$ cat src/rtl/hicore_default_slave.sv
// ICB default slave: absorbs commands that decode to no target and answers them in order.
// Optional error capture ports/registers are built when HICORE_DFLT_SLV_ERRCAP_EN is defined.
module hicore_default_slave #(
    parameter int            AW         = 32,
    parameter int            DW         = 32,
    parameter int            OUTS_DEPTH = 2,
    parameter int            RSP_ERR    = 1,
    parameter logic [DW-1:0] RDATA_PAT  = {DW{1'b0}}
) (
    input  logic             clk,
    input  logic             rst_n,
`ifdef HICORE_DFLT_SLV_ERRCAP_EN
    input  logic             err_clr,
    output logic             err_flag,
    output logic [AW-1:0]    err_addr,
    output logic [15:0]      err_cnt,
`endif
    input  logic             icb_cmd_valid,
    output logic             icb_cmd_ready,
    input  logic [AW-1:0]    icb_cmd_addr,
    input  logic             icb_cmd_read,
    input  logic [DW-1:0]    icb_cmd_wdata,
    input  logic [DW/8-1:0]  icb_cmd_wmask,
    output logic             icb_rsp_valid,
    input  logic             icb_rsp_ready,
    output logic             icb_rsp_err,
    output logic [DW-1:0]    icb_rsp_rdata
);

    localparam int            CW          = $clog2(OUTS_DEPTH + 1);
    localparam int            PW          = (OUTS_DEPTH > 1) ? $clog2(OUTS_DEPTH) : 1;
    localparam logic [CW-1:0] CNT_FULL    = CW'(OUTS_DEPTH);
    localparam logic [PW-1:0] PTR_LAST    = PW'(OUTS_DEPTH - 1);
    localparam logic          RSP_ERR_BIT = (RSP_ERR != 0);

    logic [CW-1:0]         cnt_r;
    logic [CW-1:0]         cnt_nxt_s;
    logic [PW-1:0]         wr_ptr_r;
    logic [PW-1:0]         wr_ptr_nxt_s;
    logic [PW-1:0]         rd_ptr_r;
    logic [PW-1:0]         rd_ptr_nxt_s;
    logic [OUTS_DEPTH-1:0] rd_flag_r;
    logic                  push_s;
    logic                  pop_s;

    // Depth need not be a power of two, so the wrap is explicit.
    function automatic logic [PW-1:0] ptr_inc(input logic [PW-1:0] ptr);
        if (ptr == PTR_LAST) begin
            return {PW{1'b0}};
        end else begin
            return ptr + PW'(1);
        end
    endfunction

    // Occupancy, pointers and the per-entry read flag.
    always_ff @(posedge clk or negedge rst_n) begin
        if (!rst_n) begin
            cnt_r     <= {CW{1'b0}};
            wr_ptr_r  <= {PW{1'b0}};
            rd_ptr_r  <= {PW{1'b0}};
            rd_flag_r <= {OUTS_DEPTH{1'b0}};
        end else begin
            cnt_r    <= cnt_nxt_s;
            wr_ptr_r <= wr_ptr_nxt_s;
            rd_ptr_r <= rd_ptr_nxt_s;
            if (push_s) begin
                rd_flag_r[wr_ptr_r] <= icb_cmd_read;
            end
        end
    end

    // Handshakes and next occupancy/pointer values.
    always_comb begin
        push_s = icb_cmd_valid & icb_cmd_ready;
        pop_s  = icb_rsp_valid & icb_rsp_ready;
        if (push_s && !pop_s) begin
            cnt_nxt_s = cnt_r + CW'(1);
        end else if (pop_s && !push_s) begin
            cnt_nxt_s = cnt_r - CW'(1);
        end else begin
            cnt_nxt_s = cnt_r;
        end
        if (push_s) begin
            wr_ptr_nxt_s = ptr_inc(wr_ptr_r);
        end else begin
            wr_ptr_nxt_s = wr_ptr_r;
        end
        if (pop_s) begin
            rd_ptr_nxt_s = ptr_inc(rd_ptr_r);
        end else begin
            rd_ptr_nxt_s = rd_ptr_r;
        end
    end

    // Bus outputs come from registered state only; no ready-to-ready path.
    always_comb begin
        icb_cmd_ready = (cnt_r != CNT_FULL);
        icb_rsp_valid = (cnt_r != {CW{1'b0}});
        icb_rsp_err   = icb_rsp_valid & RSP_ERR_BIT;
        if (icb_rsp_valid && rd_flag_r[rd_ptr_r]) begin
            icb_rsp_rdata = RDATA_PAT;
        end else begin
            icb_rsp_rdata = {DW{1'b0}};
        end
    end

`ifdef HICORE_DFLT_SLV_ERRCAP_EN
    logic          err_flag_r;
    logic [AW-1:0] err_addr_r;
    logic [15:0]   err_cnt_r;
    logic          err_hit_s;

    assign err_hit_s = push_s & RSP_ERR_BIT;

    // Capture of the first erroring address plus a saturating error count; clear wins.
    always_ff @(posedge clk or negedge rst_n) begin
        if (!rst_n) begin
            err_flag_r <= 1'b0;
            err_addr_r <= {AW{1'b0}};
            err_cnt_r  <= 16'h0000;
        end else if (err_clr) begin
            err_flag_r <= 1'b0;
            err_addr_r <= {AW{1'b0}};
            err_cnt_r  <= err_hit_s ? 16'h0001 : 16'h0000;
        end else if (err_hit_s) begin
            if (!err_flag_r) begin
                err_flag_r <= 1'b1;
                err_addr_r <= icb_cmd_addr;
            end
            if (err_cnt_r != 16'hFFFF) begin
                err_cnt_r <= err_cnt_r + 16'h0001;
            end
        end
    end

    assign err_flag = err_flag_r;
    assign err_addr = err_addr_r;
    assign err_cnt  = err_cnt_r;

    logic unused_s;
    assign unused_s = ^{icb_cmd_wdata, icb_cmd_wmask};
`else
    logic unused_s;
    assign unused_s = ^{icb_cmd_wdata, icb_cmd_wmask, icb_cmd_addr};
`endif

endmodule

$ cat config.mk
export PLATFORM = sky130hd
export DESIGN_NAME = hicore_default_slave
export DESIGN_NICKNAME = d
export VERILOG_FILES = /design/src/rtl/hicore_default_slave.sv
export SDC_FILE = /design/constraint.sdc
export NUM_CORES = 1
export LEC_CHECK = 0
export BUFFER_PORTS_ARGS = -buffer_cell sky130_fd_sc_hd__buf_2
export CAP_MARGIN = 10
export CORE_MARGIN = 4
export CORE_UTILIZATION = 20
export DETAILED_ROUTE_END_ITERATION = 8
export GPL_TIMING_DRIVEN = 0
export PLACE_DENSITY_LB_ADDON = 0.25
export SLEW_MARGIN = 10
export SYNTH_ARGS = -nofsm -noshare
export SYNTH_HDL_FRONTEND = slang
export SYNTH_SLANG_ARGS = --single-unit
$ cat constraint.sdc
create_clock -name clk -period 2.15 [get_ports clk]
set_input_delay 0.43 -clock clk [delete_from_list [all_inputs] [get_ports clk]]
set_output_delay 0.43 -clock clk [all_outputs]
set_load 0.02 [all_outputs]
[Yosys cells after proc, flatten, opt, wreduce, memory -nomap -nowiden]
Index checks and enable logic that the tools add are counted.
Widths: inputs -> output; s select.
Word-level totals
  register bits after elaboration: 2
  bits in latches: 0
  ROM bits: 0
  memory bits (writable): 0
  memories kept: 0
Cells by class
  order comparisons: 0
  divide/modulo/power cells: 0
  shift-type cells: 0
  add/sub/neg operators: 2
  reductions and logical operators: 6
  multiplexer cells: 2
  bitwise operators: 2
  multiply operators: 0
  equal/unequal tests: 1
Operators with widths (count)
  $mux 2: 2
  $reduce_bool 2->1: 2
  $add 2x1->2 const B: 1
  $and 1x1->1: 2
  $logic_and 1x1->1: 2
  $logic_not 1->1: 2
  $ne 2x2->1 const B: 1
  $sub 2x1->2 const B: 1

[Longest topological paths before layout]
  depth in word-level cells: 6
  mapped depth: 6

[Worst setup path after synthesis]
No wires, ideal clock.
  path type: register -> register
  start: reg cnt_r[0]
  end: reg cnt_r[1]
  clock period less this slack: 1.491 ns
  required time: 2.071 ns
  setup slack: 0.659 ns
  stages on the path, launching flop included: 6
  arrival: 1.411 ns
  cells stage by stage: dfrtp_1 > nand2b_1 > and2_1 > ha_1 > nor2_1 > xor2_1
On the way
  word-level cells in the longest chain between the ends: 5
  elaborated cells on any way between the ends: 13
Ends and longest elaborated chain
  from (decl): RTL line 36  | logic [CW-1:0] cnt_r;
  from (signal assigned): RTL line 58  | cnt_r <= {CW{1'b0}};
  from (signal assigned): RTL line 63  | cnt_r <= cnt_nxt_s;
  $ne 2x2->1 *: RTL line 97  | icb_cmd_ready = (cnt_r != CNT_FULL);
  via icb_cmd_ready: RTL line 19  | output logic icb_cmd_ready,
  $and 1x1->1 *: RTL line 74  | push_s = icb_cmd_valid & icb_cmd_ready;
  $logic_not 1->1: RTL line 78  | end else if (pop_s && !push_s) begin
  $logic_and 1x1->1: RTL line 78
  $reduce_bool 2->1 (no source line)
Mark *: on every way through the listed nets, which the timed path passes. The rest lies on a longest branch. The select of a mux whose other input is x is not followed.
A chain may end at the register's enable or synchronous reset.

[Worst setup path after layout]
  start: reg cnt_r[0]
  end: out icb_rsp_valid
On the way
  word-level cells in the longest chain between the ends: 1
Ends and longest elaborated chain
  $reduce_bool 2->1: RTL line 98  | icb_rsp_valid = (cnt_r != {CW{1'b0}});
  to (decl): RTL line 24  | output logic icb_rsp_valid,
Every way passes these cells.

==> results.md <==
* Total power at around 440 µW
* RSZ-0062 raised after global routing: false
* LEAKAGE at 0.377 nW
* Seq/Total Area, Yosys at 13.7%
* Max Cap Viol at 0
* Synth area leaders: buf_4 68%, dfrtp_1 14%, xor2_1 4.8%
* First-pass GRT wire length at ~810 µm
* Critical path startpoint category: register
* Peak VDD IR at approximately 430 µV
* Tcrit/Tclk final at 74.6%
* Layout cells sized above 1 at between 40% and 50%
* # rows at 15
* Area Overhead vs Synth at 57.3%
* Antenna-violating nets left at 0
* Port-buffer cells at 6
* CP Cell Sequence: or2_1, buf_4, buf_2
* Worst path slowest cell: dfrtp_1
* Number of synthesized flops with an enable pin at 0
* Reg clk slew, reported paths at approximately 0.03 ns
* Routed vias/inst at 2.37
* Clock power share at between 10% and 20%
* Root buf cell: clkbuf_4
* Fmax at 623 MHz
* Asr flop ratio synth at 100%
* Clock latency at the later pin of the worst-skew pair at ~0.22 ns
* Largest Register: cnt_r
* Core Util, Final at approximately a third
* Starting Density at a little over a fifth
* Chip Height at around 50 µm
* I/O Pins at about 110
* WL per Instance at 5.04 µm
* Core area at roughly 1700 µm²
* Final Hold Fails at 0
* Top FF cell, synth: dfrtp_1
* Worst Path Arrival at ~1.2 ns
* Required @ worst endpoint at around 1.7 ns
* Largest regs: cnt_r: 2 flops
* Top delay family on crit path: flip-flops
* Sequential share of power at 18.4%
* Routability congestion estimate at 0.516
* DRC errors left at 0
* Largest net degree at the start of global routing at 5
* Status: complete, no violations
* Synth warnings at 0
* DIE AREA at ~2600 µm²
* Clock skew at between 0.0015 and 0.002 ns
* Via Count at approximately 260
* Cells after Synth at 45
* Grt ovf at 0
* Psw at approximately 190 µW
* CTS tree: yes
* Worst path max stage delay at ~0.40 ns
* Switching part of the total at ~44%
* Cells after DPL at between 100 and 150
* Ant. Diodes at 0
* Seq cells post-synth at 2
* Power Density at about 760 nW/µm²
* Tmin final at between 1.5 and 2 ns
* Top cells by count, synth: 33 x buf_4, 2 x dfrtp_1, 2 x xor2_1
* Gr usage total at around 4.4%
* Fill cell count at approximately 190
* Sum Neg Setup Slack at 0 ns
* Largest area contributor in the netlist: buf_4
* Syn Area/Cell at 8.15 µm²
* Power Internal at 244 µW
* Placed wire-length estimate at about 540 µm
* TritonCTS Buffers at 3
* Final setup viols at 0
* H-tree depth at 1
* Worst min-delay path category: reg -> reg
* Logic pwr share at roughly 63%
* Antenna violations before repair at 0
* Buf+Inv Stages, Crit Path at 2
* Drt first pass iters at 2
* Die width at roughly 51 µm
* Clk buf depth at 2
* Crit. End Element: output port
* Most frequent cell after synthesis: buf_4
* Worst-path fanout max at 4
* Distinct cells, synth at 11
* Top-area cell type share of the netlist area at approximately two thirds
* Initial drt markers at 8
* Vias in the first global route at 232
* Final nets at about 160
* Synthesized cell area at between 300 and 400 µm²
* DRT Wirelength at between 500 and 600 µm
* Max-slew violations at 0
* Number of flip-flops in the largest register at 2
* Setup CP Type: reg -> out
* Cell Count, Final, Fillers Out at around 110
* CTS sink cnt at 2
## per-stage QoR
stage / setup WS, ns / cell area (µm²) / hold slack [ns]
4_1_cts: 0.532 / 577 / 0.497
6_report: 0.545 / 577 / 0.496
5_1_grt: 0.481 / 577 / 0.514
3_3_place_gp: 0.740 / 544 / 0.215
2_1_floorplan: 0.659 / 483 / 0.134
3_5_place_dp: 0.736 / 544 / 0.220
## cells by family (layout without fill, tap and decap cells)
kind of cell / Yosys count / after routing / synth area share [%]
adder cells (fa/ha/maj): 1 / 1 / 3.41
XOR/XNOR: 3 / 3 / 7.17
AND/OR/NAND/NOR: 5 / 5 / 7.17
other: 1 / 32 / 1.02
flip-flops: 2 / 2 / 13.7
buffers and inverters: 33 / 43 / 67.6
## power groups by stage
stage | Sequential, mW | Combinational [mW] | Clock [mW]
floorplan | 0.0763 | 0.229 | 0
global placement | 0.0783 | 0.272 | 0
detailed placement | 0.0803 | 0.272 | 0
CTS | 0.0800 | 0.275 | 0.0867
global route | 0.0840 | 0.301 | 0.0907
finish | 0.0802 | 0.275 | 0.0813
## cell usage in the layout (no fill, tap or decap)
cell	count
buf_4	33
conb_1	32
buf_2	6
clkbuf_4	3
xor2_1	2
dfrtp_1	2
nand2b_1	1
and2_1	1
or2_1	1
nand2_1	1
nor2_1	1
xnor2_1	1
ha_1	1
dlygate4sd3_1	1
## final timing paths
path	cells after the start	endpoint	from	slack (ns)
setup / recovery	3	icb_rsp_valid	cnt_r[0]$_DFFE_PN0P_	0.55
hold / removal	1	cnt_r[1]$_DFFE_PN0P_	cnt_r[1]$_DFFE_PN0P_	0.50
setup reg to reg	6	cnt_r[1]$_DFFE_PN0P_	cnt_r[0]$_DFFE_PN0P_	0.73
hold reg to reg	1	cnt_r[1]$_DFFE_PN0P_	cnt_r[1]$_DFFE_PN0P_	0.50
max in group asynchronous	2	cnt_r[0]$_DFFE_PN0P_	rst_n	1.53
min in group asynchronous	2	cnt_r[1]$_DFFE_PN0P_	rst_n	0.52
## routing by layer
| layer | part of all wire (%) | track usage, % |
|---|---|---|
| met1 | 40 | 4.42 |
| met2 | 43 | 6.09 |
| met3 | 17 | 2.92 |
| met4 | 0 | 4.04 |
| met5 | 0 | 0 |
## final cells by class
class	instances	area, µm²	area share [%]
Clock buffer	3	22.5	3.90
Tap cell	25	31.3	5.42
Timing Repair Buffer	7	40.0	6.94
Sequential cell	2	50.0	8.68
Buffer	33	248	43.0
Multi-Input combinational cell	41	185	32.1
## timing repair
action                    CTS  global route
hold buffers                1             0
buffers inserted            0             0
hold endpoints to repair    2             0
gates resized for setup     0             0
(Power assumes the default switching activity.)
